===== config.mk =====
export PLATFORM = sky130hd
export DESIGN_NAME = multizone_climate_ctrl
export DESIGN_NICKNAME = d
export VERILOG_FILES = /design/src/rtl/multizone_climate_ctrl.sv
export SDC_FILE = /design/constraint.sdc
export NUM_CORES = 1
export LEC_CHECK = 0
export CELL_PAD_IN_SITES_DETAIL_PLACEMENT = 0
export CELL_PAD_IN_SITES_GLOBAL_PLACEMENT = 1
export CORE_MARGIN = 8
export CORE_UTILIZATION = 44
export DETAILED_ROUTE_END_ITERATION = 12
export PLACE_DENSITY = 0.76
export SLEW_MARGIN = 0
export SYNTH_ARGS = -nofsm -noshare
export SYNTH_HDL_FRONTEND = slang
export SYNTH_SLANG_ARGS = --single-unit

===== constraint.sdc =====
create_clock -name clk -period 4.4 [get_ports clk]
set_input_delay 0.44 -clock clk [delete_from_list [all_inputs] [get_ports clk]]
set_output_delay 0.44 -clock clk [all_outputs]
set_load 0.01 [all_outputs]

===== src/rtl/multizone_climate_ctrl.sv =====
// Multi-zone climate controller: shared mode FSM, per-zone debounced setpoint
// buttons, hysteretic target banding, rate-limited fan ramp and vent target.
module multizone_climate_ctrl #(
  parameter int unsigned ZONES    = 2,
  parameter int unsigned TEMP_W   = 7,
  parameter int unsigned MIN_SP   = 18,
  parameter int unsigned MAX_SP   = 26,
  parameter int unsigned DEBOUNCE = 4,
  parameter int unsigned RAMP_DIV = 8
) (
  input  logic                    clk,
  input  logic                    reset,
  input  logic                    btn_mode,
  input  logic [ZONES-1:0]        btn_up,
  input  logic [ZONES-1:0]        btn_down,
  input  logic [ZONES*TEMP_W-1:0] temperature,
  output logic [1:0]              mode,
  output logic [ZONES*TEMP_W-1:0] setpoint,
  output logic [ZONES*3-1:0]      fan_speed,
  output logic [ZONES*8-1:0]      fan_heat,
  output logic [ZONES-1:0]        heating
);

  localparam int unsigned NBTN  = 2 * ZONES + 1;
  localparam int unsigned DB_W  = $clog2(DEBOUNCE + 1);
  localparam int unsigned RC_W  = $clog2(RAMP_DIV + 1);
  localparam int unsigned SUM_W = ((TEMP_W > 8) ? TEMP_W : 8) + 1;

  typedef enum logic [1:0] {
    M_OFF  = 2'b00,
    M_AUTO = 2'b01,
    M_FAST = 2'b10,
    M_ECO  = 2'b11
  } mode_e;

  // Button index map: 0 = mode, 1..ZONES = up, ZONES+1..2*ZONES = down.
  logic [NBTN-1:0]   btn_raw;
  logic [DB_W-1:0]   db_cnt_q [NBTN];
  logic [DB_W-1:0]   db_cnt_d [NBTN];
  logic [NBTN-1:0]   ev_q, ev_d;

  mode_e             mode_q, mode_d;

  logic [TEMP_W-1:0] temp_z  [ZONES];
  logic [TEMP_W-1:0] sp_q    [ZONES];
  logic [TEMP_W-1:0] sp_d    [ZONES];
  logic [TEMP_W-1:0] diff_q  [ZONES];
  logic [TEMP_W-1:0] diff_d  [ZONES];
  logic [ZONES-1:0]  heating_q, heating_d;
  logic [2:0]        tgt_q   [ZONES];
  logic [2:0]        tgt_d   [ZONES];
  logic [2:0]        fan_q   [ZONES];
  logic [2:0]        fan_d   [ZONES];
  logic [RC_W-1:0]   rc_q    [ZONES];
  logic [RC_W-1:0]   rc_d    [ZONES];
  logic [7:0]        heat_q  [ZONES];
  logic [7:0]        heat_d  [ZONES];

  assign btn_raw = {btn_down, btn_up, btn_mode};
  assign mode    = mode_q;
  assign heating = heating_q;

  // Slice the packed sensor/actuator buses per zone.
  for (genvar z = 0; z < ZONES; z++) begin : g_zone_io
    assign temp_z[z]                       = temperature[z*TEMP_W +: TEMP_W];
    assign setpoint[z*TEMP_W +: TEMP_W]    = sp_q[z];
    assign fan_speed[z*3 +: 3]             = fan_q[z];
    assign fan_heat[z*8 +: 8]              = heat_q[z];
  end

  // Nonzero fan band for a given temperature difference.
  function automatic logic [2:0] level_of(input logic [TEMP_W-1:0] d);
    logic [2:0] lvl;
    lvl = 3'd4;
    if (d <= TEMP_W'(4))      lvl = 3'd1;
    else if (d <= TEMP_W'(6)) lvl = 3'd2;
    else if (d <= TEMP_W'(8)) lvl = 3'd3;
    return lvl;
  endfunction

  // Vent target from ramped level; heat direction only applies in AUTO.
  function automatic logic [7:0] heat_of(input mode_e md, input logic [2:0] lvl,
                                         input logic [TEMP_W-1:0] sp, input logic htg);
    logic [SUM_W-1:0] off;
    logic [SUM_W-1:0] sp_x;
    logic [SUM_W-1:0] res;
    sp_x = SUM_W'(sp);
    case (md)
      M_AUTO:  off = SUM_W'({lvl, 1'b0}) - SUM_W'(1);
      M_FAST:  off = SUM_W'(5);
      default: off = SUM_W'(2);
    endcase
    if (md == M_AUTO && htg) res = sp_x + off;
    else if (sp_x >= off)    res = sp_x - off;
    else                     res = '0;
    if (md == M_OFF || lvl == 3'd0) res = '0;
    return (res > SUM_W'(255)) ? 8'd255 : res[7:0];
  endfunction

  // Debounce: count high samples, fire once when the count reaches DEBOUNCE.
  always_comb begin
    ev_d = '0;
    for (int b = 0; b < NBTN; b++) begin
      db_cnt_d[b] = '0;
      if (btn_raw[b]) begin
        db_cnt_d[b] = (db_cnt_q[b] == DB_W'(DEBOUNCE)) ? db_cnt_q[b] : db_cnt_q[b] + DB_W'(1);
        ev_d[b]     = (db_cnt_q[b] == DB_W'(DEBOUNCE - 1));
      end
    end
  end

  // Debounce state registers.
  always_ff @(posedge clk or negedge reset) begin
    if (!reset) begin
      for (int b = 0; b < NBTN; b++) db_cnt_q[b] <= '0;
      ev_q <= '0;
    end else begin
      for (int b = 0; b < NBTN; b++) db_cnt_q[b] <= db_cnt_d[b];
      ev_q <= ev_d;
    end
  end

  // Mode FSM next state: cycle OFF -> AUTO -> FAST -> ECO on each press.
  always_comb begin
    mode_d = mode_q;
    if (ev_q[0]) begin
      case (mode_q)
        M_OFF:   mode_d = M_AUTO;
        M_AUTO:  mode_d = M_FAST;
        M_FAST:  mode_d = M_ECO;
        M_ECO:   mode_d = M_OFF;
        default: mode_d = M_OFF;
      endcase
    end
  end

  // Mode FSM state register.
  always_ff @(posedge clk or negedge reset) begin
    if (!reset) mode_q <= M_OFF;
    else        mode_q <= mode_d;
  end

  // Per-zone setpoint, difference, target band, fan ramp and vent target.
  always_comb begin
    heating_d = '0;
    for (int z = 0; z < ZONES; z++) begin
      sp_d[z]   = sp_q[z];
      tgt_d[z]  = 3'd0;
      fan_d[z]  = fan_q[z];
      rc_d[z]   = '0;

      if (ev_q[1+z] && !ev_q[1+ZONES+z] && (sp_q[z] < TEMP_W'(MAX_SP)))
        sp_d[z] = sp_q[z] + TEMP_W'(1);
      else if (ev_q[1+ZONES+z] && !ev_q[1+z] && (sp_q[z] > TEMP_W'(MIN_SP)))
        sp_d[z] = sp_q[z] - TEMP_W'(1);

      diff_d[z]    = (temp_z[z] >= sp_q[z]) ? temp_z[z] - sp_q[z] : sp_q[z] - temp_z[z];
      heating_d[z] = (temp_z[z] < sp_q[z]);

      case (mode_q)
        M_FAST:  tgt_d[z] = 3'd4;
        M_ECO:   tgt_d[z] = 3'd2;
        M_AUTO: begin
          if (tgt_q[z] == 3'd0)
            tgt_d[z] = (diff_q[z] >= TEMP_W'(3)) ? level_of(diff_q[z]) : 3'd0;
          else
            tgt_d[z] = (diff_q[z] <= TEMP_W'(1)) ? 3'd0 : level_of(diff_q[z]);
        end
        default: tgt_d[z] = 3'd0;
      endcase

      if (mode_q == M_OFF) begin
        fan_d[z] = 3'd0;
      end else if (fan_q[z] != tgt_q[z]) begin
        if (rc_q[z] == RC_W'(RAMP_DIV - 1))
          fan_d[z] = (fan_q[z] < tgt_q[z]) ? fan_q[z] + 3'd1 : fan_q[z] - 3'd1;
        else
          rc_d[z] = rc_q[z] + RC_W'(1);
      end

      heat_d[z] = heat_of(mode_q, fan_q[z], sp_q[z], heating_q[z]);
    end
  end

  // Per-zone state registers.
  always_ff @(posedge clk or negedge reset) begin
    if (!reset) begin
      heating_q <= '0;
      for (int z = 0; z < ZONES; z++) begin
        sp_q[z]   <= TEMP_W'(MIN_SP);
        diff_q[z] <= '0;
        tgt_q[z]  <= '0;
        fan_q[z]  <= '0;
        rc_q[z]   <= '0;
        heat_q[z] <= '0;
      end
    end else begin
      heating_q <= heating_d;
      for (int z = 0; z < ZONES; z++) begin
        sp_q[z]   <= sp_d[z];
        diff_q[z] <= diff_d[z];
        tgt_q[z]  <= tgt_d[z];
        fan_q[z]  <= fan_d[z];
        rc_q[z]   <= rc_d[z];
        heat_q[z] <= heat_d[z];
      end
    end
  end

endmodule

==> metrics.txt <==
final hold violations 0; WL met3 626 um; Via density 5.25; CP startpoint mode[0]; pre-CTS WS 0.725 ns; I/O Pins 61; outcome completed; internal power approximately 3.0 mW; worst-case clock skew 0.0122 ns; CTS max path bufs 2; Async SR Flop Fraction 100%; Placed Cells between 1,000 and 1,500; main combinational cell family by area after synthesis adder cells; Cell variety after synth 66; core area between 0.015 and 0.02 sq mm; required time of the critical path between 4 and 5 ns; number of synthesized flops with an enable pin 0; Remaining DRCs 0; commonest register cell after synthesis dfrtp_1; critical path class reg -> reg; 1st-pass router iterations 4; GRT Overall Usage around 17%; Crit-path slowest cell or4_1; initial DRC count 425; Antenna Nets Post-Route 0; Synth top area share between 30% and 40%; Register-to-Register Setup Slack 0.66 ns; Die Wd 142 um; Diodes inserted 0; number of global-route vias before repair 5,627; Seq pwr share around 25%; initial antenna violation count 0; Worst Setup Slack, final 0.662 ns; clk root buf clkbuf_16; Synth Instances 743; Hold Path Class in -> async; MaxCap Viol Count 0; die height roughly 140 um; Net Count, Synth between 800 and 900; sequential element share of the synthesized area 31.5%; post-synthesis compound-gate area fraction 18.2%; Worst-path clk slew 0.07 ns; Worst-Skew Late Latency 0.36 ns; WHS 0.187 ns; CP Launch Type flip-flop; crit share post-route 84.9%; share of cells above drive strength 1 6.52%; Avg Inst Size Synth 9.43 sq um; Yosys Warn Count 0; most used cell, CP ha_1; Worst Path Arrival 3.94 ns; hold_buf cts 0; Starting Density 44.6%; leakage approximately 3.7 nW; Net Switching 2.56 mW; Clk pwr share 13.0%; combinational power share between 60% and 70%; Max-slew headroom 43.7%; htree depth 3; CP peak stage delay between 0.6 and 0.7 ns; met2 wire len 7880 um; Pwr Density 681 mW/mm^2; Yosys reg bits 88; critical path's top delay family compound AO/OA/AOI/OAI gates; post-synthesis mux area share 2.63%; # setup viols final 0; fin nets about 950; post-cts sizing count 0; I/O Buffers 60; Vias 5,407; Slew Limit Fails 0; simple-gate share of the synthesized area 15.2%; num rows 46; Sum Neg Setup Slack 0 ns; Routed wire per std cell roughly 16 um; synthesized area 0.00700 sq mm; fin cells 1,029; die area between 0.02 and 0.025 sq mm; largest net degree at the start of global routing 65; crit-path max FO 14; area leader, netlist dfrtp_1; XOR/XNOR Fraction of Synth Area 5.38%; fin crit period 3.74 ns; worst-path cell chain inv_1 -> ha_1 -> buf_4 -> nand2_1 -> or4_1 -> ha_1 -> and3_1 -> a221o_1 -> o211ai_2 -> a21oi_2 -> a22oi_4 -> o211ai_1; first-pass GRT wire length 27,900 um; Post-Synth Adder-Cell Area 22.0%; Placer Congestion ~0.9; top cells by area, synth dfrtp_1 (30%), ha_1 (19%), inv_1 (4.4%), a21oi_1 (3.7%), xnor2_1 (3.5%); post-CTS setup buffers 0; routed wire length 16,600 um; reg2reg start mode[0]; GR Overflow Total 0; Filler cells 1,489; Register-to-Register Path Depth 12; worst path bufs/invs 2; clk sinks 88; Net Sw Frac 46.3%; Top Layer Used met4; CTS tree yes; fmax 268 MHz; Power Total 5.53 mW; slew at the pin closest to its max-slew limit 0.845 ns; total CTS buffers 9; RSZ-0062 raised after global routing false; RR Endpoint fan_heat[7]; Synth-to-Final Area Change 15.8%; M1 WL between 7000 and 8000 um; post-DP HPWL 13,100 um; maximum VDD drop between 0.2 and 0.3 mV; crit path capture type flip-flop
==> metrics by stage <==
| stage | instance area, sq um | util, % |
|---|---|---|
| 2_1_floorplan | 7000 | - |
| 3_3_place_gp | 7850 | 49.9 |
| 3_5_place_dp | 7850 | 49.9 |
| 4_1_cts | 8110 | 51.6 |
| 5_1_grt | 8110 | 51.6 |
| 6_report | 8110 | 51.6 |
==> cells in the mapped netlist (14+ instances only) <==
cell type / n
a21o_1: 14
a21oi_1: 52
and2_1: 14
dfrtp_1: 84
ha_1: 104
inv_1: 82
mux2i_1: 15
nand2_1: 43
nand2b_1: 16
nand3_1: 19
nor2_1: 45
nor2b_1: 14
nor3_1: 21
o21ai_0: 29
xnor2_1: 28
xor2_1: 15
==> cells in the final DEF (no fill, tap or decap), types with 5 or more instances in the layout <==
cell	instances
clkbuf_16	9
o21bai_1	12
dfrtp_1	84
a21oi_1	52
or3_1	6
nand2_1	43
o211ai_1	10
nor2b_1	14
xnor2_1	28
nand2b_1	16
clkdlybuf4s50_1	59
a221oi_1	8
ha_1	104
a21boi_0	10
a21o_1	14
nor2_1	45
fa_1	12
a31oi_1	5
mux2i_1	15
nor3_1	21
and3_1	5
o21ai_0	29
o21ai_1	6
and2_1	14
xor2_1	15
inv_1	82
nand3_1	19
==> kinds of logic after synthesis <==
kind of cell | count (synthesis)
XOR/XNOR | 43
AO/OA/AOI/OAI | 180
adder cells (fa/ha/maj) | 116
flip-flops | 88
multiplexers | 18
buffers and inverters | 91
AND/OR/NAND/NOR | 207
==> worst max-delay path by stage <==
stage | endpoint | cells past startpoint
2_1_floorplan | fan_heat[0] | 13
3_3_place_gp | fan_heat[0] | 12
3_5_place_dp | fan_heat[7] | 12
4_1_cts | fan_heat[7] | 12
5_1_grt | fan_heat[0] | 12
6_report | fan_heat[7] | 12
==> registers in the layout, indices dropped and copies added (netlist names) <==
register,flops
db_cnt_q,15
diff_q,14
ev_q,5
fan_heat,16
fan_speed,6
heating,2
mode,2
rc_q,8
setpoint,14
tgt_q,6
==> final cells by class <==
cell class / instances / area, sq um / area share (%)
tap: 216 / 270 / 3.33
sequential: 88 / 2210 / 27.2
clock inverter: 5 / 33.8 / 0.416
inverter: 82 / 308 / 3.79
timing repair buffer: 63 / 621 / 7.65
multi-input combinational: 564 / 4440 / 54.7
clock buffer: 11 / 233 / 2.87
==> power by group through the flow <==
stage / clock network, mW / registers (mW) / logic (mW)
global route: 0.768 / 1.44 / 3.83
CTS: 0.742 / 1.40 / 3.42
global placement: 0 / 1.40 / 3.33
finish: 0.718 / 1.39 / 3.42
floorplan: 0 / 1.35 / 2.52
detailed placement: 0 / 1.41 / 3.41
==> per-layer routing <==
layer  GRT usage (%)  vias up
li1                -     2720
met1            21.9     2585
met2            28.7       83
met3            3.56       19
met4            5.99        0
met5               0        -
No activity file was read; power rests on OpenSTA's default activity.
